## src/rtl/tickgen_pkg.sv

```systemverilog
// rtl/tickgen_pkg.sv - shared width and state definitions for the tick generator
package tickgen_pkg;

  localparam int TICK_WIDTH = 7;

  typedef enum logic [1:0] {
    IDLE = 2'd0,
    RUN  = 2'd1,
    DONE = 2'd2
  } tickgen_state_e;

endpackage

```

## src/rtl/tick_generator_7bit_if.sv

```systemverilog
// rtl/tick_generator_7bit_if.sv - control/status bundle between tick generator and its controller
interface tick_generator_7bit_if #(
  parameter int WIDTH = 7
);

  // controller -> generator
  logic             start;
  logic             stop;
  logic             auto_reload;
  logic [WIDTH-1:0] period;

  // generator -> controller
  logic             tick;
  logic             busy;
  logic             done;
  logic             err;
  logic [WIDTH-1:0] remaining;

  modport master (
    output start,
    output stop,
    output auto_reload,
    output period,
    input  tick,
    input  busy,
    input  done,
    input  err,
    input  remaining
  );

  modport slave (
    input  start,
    input  stop,
    input  auto_reload,
    input  period,
    output tick,
    output busy,
    output done,
    output err,
    output remaining
  );

endinterface

```

## src/rtl/tick_generator_7bit.sv

```systemverilog
// rtl/tick_generator_7bit.sv - programmable down-counting tick generator, one-shot or auto-reload
module tick_generator_7bit
  import tickgen_pkg::*;
#(
  parameter int WIDTH = TICK_WIDTH
) (
  input  logic                  clk,
  input  logic                  rst_n,
  tick_generator_7bit_if.slave  bus
);

  localparam logic [WIDTH-1:0] ZERO = '0;
  localparam logic [WIDTH-1:0] ONE  = WIDTH'(1);

  tickgen_state_e   state_q,     state_d;
  logic [WIDTH-1:0] remaining_q, remaining_d;
  logic [WIDTH-1:0] period_q,    period_d;
  logic             mode_q,      mode_d;
  logic             tick_q,      tick_d;
  logic             busy_q,      busy_d;
  logic             done_q,      done_d;
  logic             err_q,       err_d;

  logic             start_ok;
  logic             start_bad;

  // A start is only usable with a nonzero period; zero periods are flagged instead.
  always_comb begin
    start_ok  = bus.start && (bus.period != ZERO);
    start_bad = bus.start && (bus.period == ZERO);
  end

  // Next-state, counter and flag computation; stop always wins over expiry.
  always_comb begin
    state_d     = state_q;
    remaining_d = remaining_q;
    period_d    = period_q;
    mode_d      = mode_q;
    tick_d      = 1'b0;
    done_d      = done_q;
    err_d       = 1'b0;

    unique case (state_q)
      IDLE: begin
        done_d = 1'b0;
        if (start_ok && !bus.stop) begin
          period_d    = bus.period;
          mode_d      = bus.auto_reload;
          remaining_d = bus.period;
          state_d     = RUN;
        end else if (start_bad) begin
          err_d = 1'b1;
        end
      end

      RUN: begin
        if (bus.stop) begin
          remaining_d = ZERO;
          state_d     = IDLE;
        end else if (remaining_q > ONE) begin
          remaining_d = remaining_q - ONE;
        end else if (remaining_q == ONE) begin
          tick_d = 1'b1;
          if (mode_q) begin
            // period_q is never zero here, so a reload cannot stall the counter
            remaining_d = period_q;
          end else begin
            remaining_d = ZERO;
            done_d      = 1'b1;
            state_d     = DONE;
          end
        end else begin
          // unreachable with a legal latched period; fall back to idle rather than hang
          remaining_d = ZERO;
          state_d     = IDLE;
        end
      end

      DONE: begin
        if (bus.stop) begin
          done_d  = 1'b0;
          state_d = IDLE;
        end else if (start_ok) begin
          done_d      = 1'b0;
          period_d    = bus.period;
          mode_d      = bus.auto_reload;
          remaining_d = bus.period;
          state_d     = RUN;
        end else if (start_bad) begin
          err_d = 1'b1;
        end
      end

      default: begin
        remaining_d = ZERO;
        done_d      = 1'b0;
        state_d     = IDLE;
      end
    endcase

    busy_d = (state_d == RUN);
  end

  // State, latched configuration and registered outputs.
  always_ff @(posedge clk or negedge rst_n) begin
    if (!rst_n) begin
      state_q     <= IDLE;
      remaining_q <= ZERO;
      period_q    <= ZERO;
      mode_q      <= 1'b0;
      tick_q      <= 1'b0;
      busy_q      <= 1'b0;
      done_q      <= 1'b0;
      err_q       <= 1'b0;
    end else begin
      state_q     <= state_d;
      remaining_q <= remaining_d;
      period_q    <= period_d;
      mode_q      <= mode_d;
      tick_q      <= tick_d;
      busy_q      <= busy_d;
      done_q      <= done_d;
      err_q       <= err_d;
    end
  end

  assign bus.tick      = tick_q;
  assign bus.busy      = busy_q;
  assign bus.done      = done_q;
  assign bus.err       = err_q;
  assign bus.remaining = remaining_q;

endmodule

```

## src/flat_wrapper.sv

```systemverilog
// flat-port wrapper written by rule: the top's interface ports become plain ports
module tick_generator_7bit_flat import tickgen_pkg::*;
#(
  parameter int WIDTH = TICK_WIDTH
)
  (clk, rst_n, bus_start, bus_stop, bus_auto_reload, bus_period, bus_tick, bus_busy, bus_done, bus_err, bus_remaining);
  tick_generator_7bit_if #(.WIDTH(WIDTH)) bus_i ();
  input  logic clk;
  input  logic rst_n;
  input wire logic [$bits(bus_i.start)-1:0] bus_start;
  input wire logic [$bits(bus_i.stop)-1:0] bus_stop;
  input wire logic [$bits(bus_i.auto_reload)-1:0] bus_auto_reload;
  input wire logic [$bits(bus_i.period)-1:0] bus_period;
  output wire logic [$bits(bus_i.tick)-1:0] bus_tick;
  output wire logic [$bits(bus_i.busy)-1:0] bus_busy;
  output wire logic [$bits(bus_i.done)-1:0] bus_done;
  output wire logic [$bits(bus_i.err)-1:0] bus_err;
  output wire logic [$bits(bus_i.remaining)-1:0] bus_remaining;
  assign bus_i.start = bus_start;
  assign bus_i.stop = bus_stop;
  assign bus_i.auto_reload = bus_auto_reload;
  assign bus_i.period = bus_period;
  assign bus_tick = bus_i.tick;
  assign bus_busy = bus_i.busy;
  assign bus_done = bus_i.done;
  assign bus_err = bus_i.err;
  assign bus_remaining = bus_i.remaining;
  tick_generator_7bit #(.WIDTH(WIDTH)) u_core (.clk(clk), .rst_n(rst_n), .bus(bus_i));
endmodule
```

## config.mk

```make
export PLATFORM = sky130hd
export DESIGN_NAME = tick_generator_7bit_flat
export DESIGN_NICKNAME = d
export VERILOG_FILES = /design/src/rtl/tickgen_pkg.sv /design/src/rtl/tick_generator_7bit_if.sv /design/src/rtl/tick_generator_7bit.sv /design/src/flat_wrapper.sv
export SDC_FILE = /design/constraint.sdc
export NUM_CORES = 1
export LEC_CHECK = 0
export ABC_AREA = 0
export CORE_UTILIZATION = 60
export CTS_CLUSTER_SIZE = 28
export DETAILED_ROUTE_END_ITERATION = 8
export DONT_BUFFER_PORTS = 1
export GPL_TIMING_DRIVEN = 0
export PLACE_DENSITY = 0.74
export SLEW_MARGIN = 20
export SYNTH_ARGS = -nofsm -noshare
export SYNTH_HDL_FRONTEND = slang
export SYNTH_SLANG_ARGS = --single-unit
```

## constraint.sdc

```tcl
create_clock -name clk -period 2.55 [get_ports clk]
set_clock_uncertainty 0.2 [all_clocks]
set_input_delay 0.3825 -clock clk [delete_from_list [all_inputs] [get_ports clk]]
set_output_delay 0.3825 -clock clk [all_outputs]
set_load 0.02 [all_outputs]
```

==> qor.txt <==
Status: finished, final reports clean
Top routing layer used: met4
DR WL/cell: 18.3 um
Ys flop type: dfrtp_1
CP peak stage delay: 0.62 ns
Crit path buffers/inverters: 0
First-pass GRT wire length: 4200 um
Via count: 960
Design area: 0.00127 mm^2
Post-synth EDFFs: 0
Post-cts resize count: 0
Tot Pwr: 1.37 mW
H-tree depth: 1
Slew HR: 37.7%
Number of global-route vias before repair: 915
Crit path kind: flop to flop
Die Height: 46.3 um
Synth top area cells: dfrtp_1, mux2_2, a221o_1
Root buffer cell: clkbuf_4
Final Cycle Share: 88.7%
Initial Util: 66.0%
Row Count: 15
# IOs: 23
Area Overhead vs Synth: 7.54%
PwrDens: 1080 mW/mm^2
Biggest area consumer among synthesized cells: dfrtp_1
Clk pwr share: 11.8%
CP max-delay cell: dfrtp_1
Async set-reset flop share out of synthesis: 100%
Routed WL: 2600 um
Total internal power: 758 uW
Critical path data required time: 2.56 ns
Dpl hpwl: 1910 um
Synth Area per Inst: 10.7 um^2
Min Tclk post-route: 2.26 ns
Clk buf depth: 2
Largest net degree at the start of global routing: 22
Skew-Pair Late Insertion Delay: 0.31 ns
Yosys top cell area share: 44.6%
Sequential share of the synthesized area: 44.6%
Netlist cell types: 45
Post-CTS setup buffer count: 0
Critical path data arrival time: 2.27 ns
Min-delay worst type: input pin to flop
Seq pwr share: 46.1%
Logic gate share of total power: 42.1%
Worst Setup End Kind: flop
Initial antenna violation count: 0
Slew Limit Fails: 0
Total congestion overflow: 0
Die W: 46.3 um
Synthesized instance count: 110
Gr usage total: 28.5%
Die area: 0.00214 mm^2
Drt drc: 0
Pre-antenna DRT Iters: 4
Port Buffers: 0
Met2 WL: 1240 um
Switching Share: 44.7%
CTS tree: built
Post-Syn Nets: 124
Layout cells sized above 1: 17.9%
Setup TNS: 0 ns
1st-iter DRT viols: 31
Least-Margin Pin Slew: 0.932 ns
Drt via density: 6.76
Routability cong.: 0.868
Post-DP Area: 0.00121 mm^2
ANT cells: 0
Crit start category: flop
WL met3: 153 um
Leak Pwr: 0.579 nW
Net switching power: 613 uW
Hold_buf cts: 2
CTS Buf Count: 3
Core area: 0.00178 mm^2
Peak Freq: 0.442 GHz
Clock sink count: 21
Met1 wire length: 1170 um
Most common cell in the netlist: dfrtp_1
Reg clk slew, reported paths: 0.12 ns
Post-synthesis register bit count: 21
VDD IR max: 0.000588 V
Syn. warnings: 0
Nets@finish: 132
Final ANT Viol Nets: 0
Synthesized area: 0.00118 mm^2
Delay-heaviest family, CP: compound AO/OA/AOI/OAI gates
Hold Vio Cnt, Final: 0
Unrepaired setup endpoints after global routing: false
Crit-path cells: ha_1 > o21bai_1 > nand3_1 > a22o_1 > a221o_1
Max-cap violations: 0
Max FO, Critical Path: 9
Final setup viols: 0
Fill cells: 148
==> power groups by stage <==
stage	combinational, mW	clock (mW)	sequential, mW
floorplan	0.470	0	0.598
global placement	0.534	0	0.635
detailed placement	0.557	0	0.639
CTS	0.569	0.168	0.630
global route	0.631	0.180	0.651
finish	0.578	0.162	0.632
==> sequential cells by signal, summed over array words and instances (netlist names) <==
name / flops
u_core.bus.tick: 1
u_core.state_q: 2
u_core.bus.done: 1
u_core.bus.err: 1
u_core.period_q: 7
u_core.mode_q: 1
u_core.bus.busy: 1
u_core.bus.remaining: 7
==> stage by stage <==
stage / hold WS, ns / util (%) / worst slack, ns / cells
floorplan: -0.113 / - / 0.538 / 110
global placement: -0.113 / 67.8 / 0.360 / 135
detailed placement: -0.113 / 67.8 / 0.333 / 135
CTS: 0.000443 / 70.5 / 0.305 / 141
global route: 0.00208 / 71.0 / 0.163 / 142
finish: 0.00888 / 71.0 / 0.289 / 142
==> cell type report <==
type / count / area [um^2] / share of cell area [%]
multi-input combinational: 80 / 608 / 48.0
clock inverter: 1 / 5.00 / 0.395
buffer: 4 / 25.0 / 1.98
sequential: 21 / 526 / 41.5
inverter: 5 / 18.8 / 1.48
timing repair buffer: 3 / 30.0 / 2.37
clock buffer: 3 / 22.5 / 1.78
tap: 25 / 31.3 / 2.47
==> worst paths after layout <==
kind                                               from                 endpoint  slack, ns  cells after the start
worst max register to register  u_core.bus.remaining[0]  u_core.bus.remaining[1]       0.29                      5
min in group asynchronous                         rst_n        u_core.state_q[0]       0.44                      1
worst min-delay path                      bus_period[6]  u_core.bus.remaining[6]      0.009                      1
worst min register to register       u_core.period_q[2]       u_core.period_q[2]       0.30                      1
worst max-delay path            u_core.bus.remaining[0]  u_core.bus.remaining[1]       0.29                      5
max in group asynchronous                         rst_n       u_core.period_q[3]       1.14                      1
==> layout by cell type (no fill, tap or decap), types with 4 or more instances in the layout <==
master | netlist | layout
inv_1 | 5 | 5
mux2_2 | 5 | 5
nand2_1 | 5 | 5
a221o_1 | 5 | 5
nor2_1 | 4 | 4
nor3_1 | 5 | 5
and3_1 | 5 | 5
dfrtp_1 | 21 | 21
==> cell families after synthesis <==
| family | after synthesis | share of synthesized area (%) |
|---|---|---|
| xor+xnor | 2 | 1.49 |
| mux | 5 | 4.78 |
| compound gates | 35 | 25.3 |
| flops | 21 | 44.6 |
| simple gates | 36 | 18.0 |
| fa+ha+maj | 2 | 2.13 |
| buf+inv | 9 | 3.72 |
==> per-layer routing <==
metal	vias up	track usage, %
li1	446	-
met5	-	0
met2	31	45.1
met1	478	36.3
met4	0	16.5
met3	5	4.71
No activity file was read; power rests on OpenSTA's default activity.
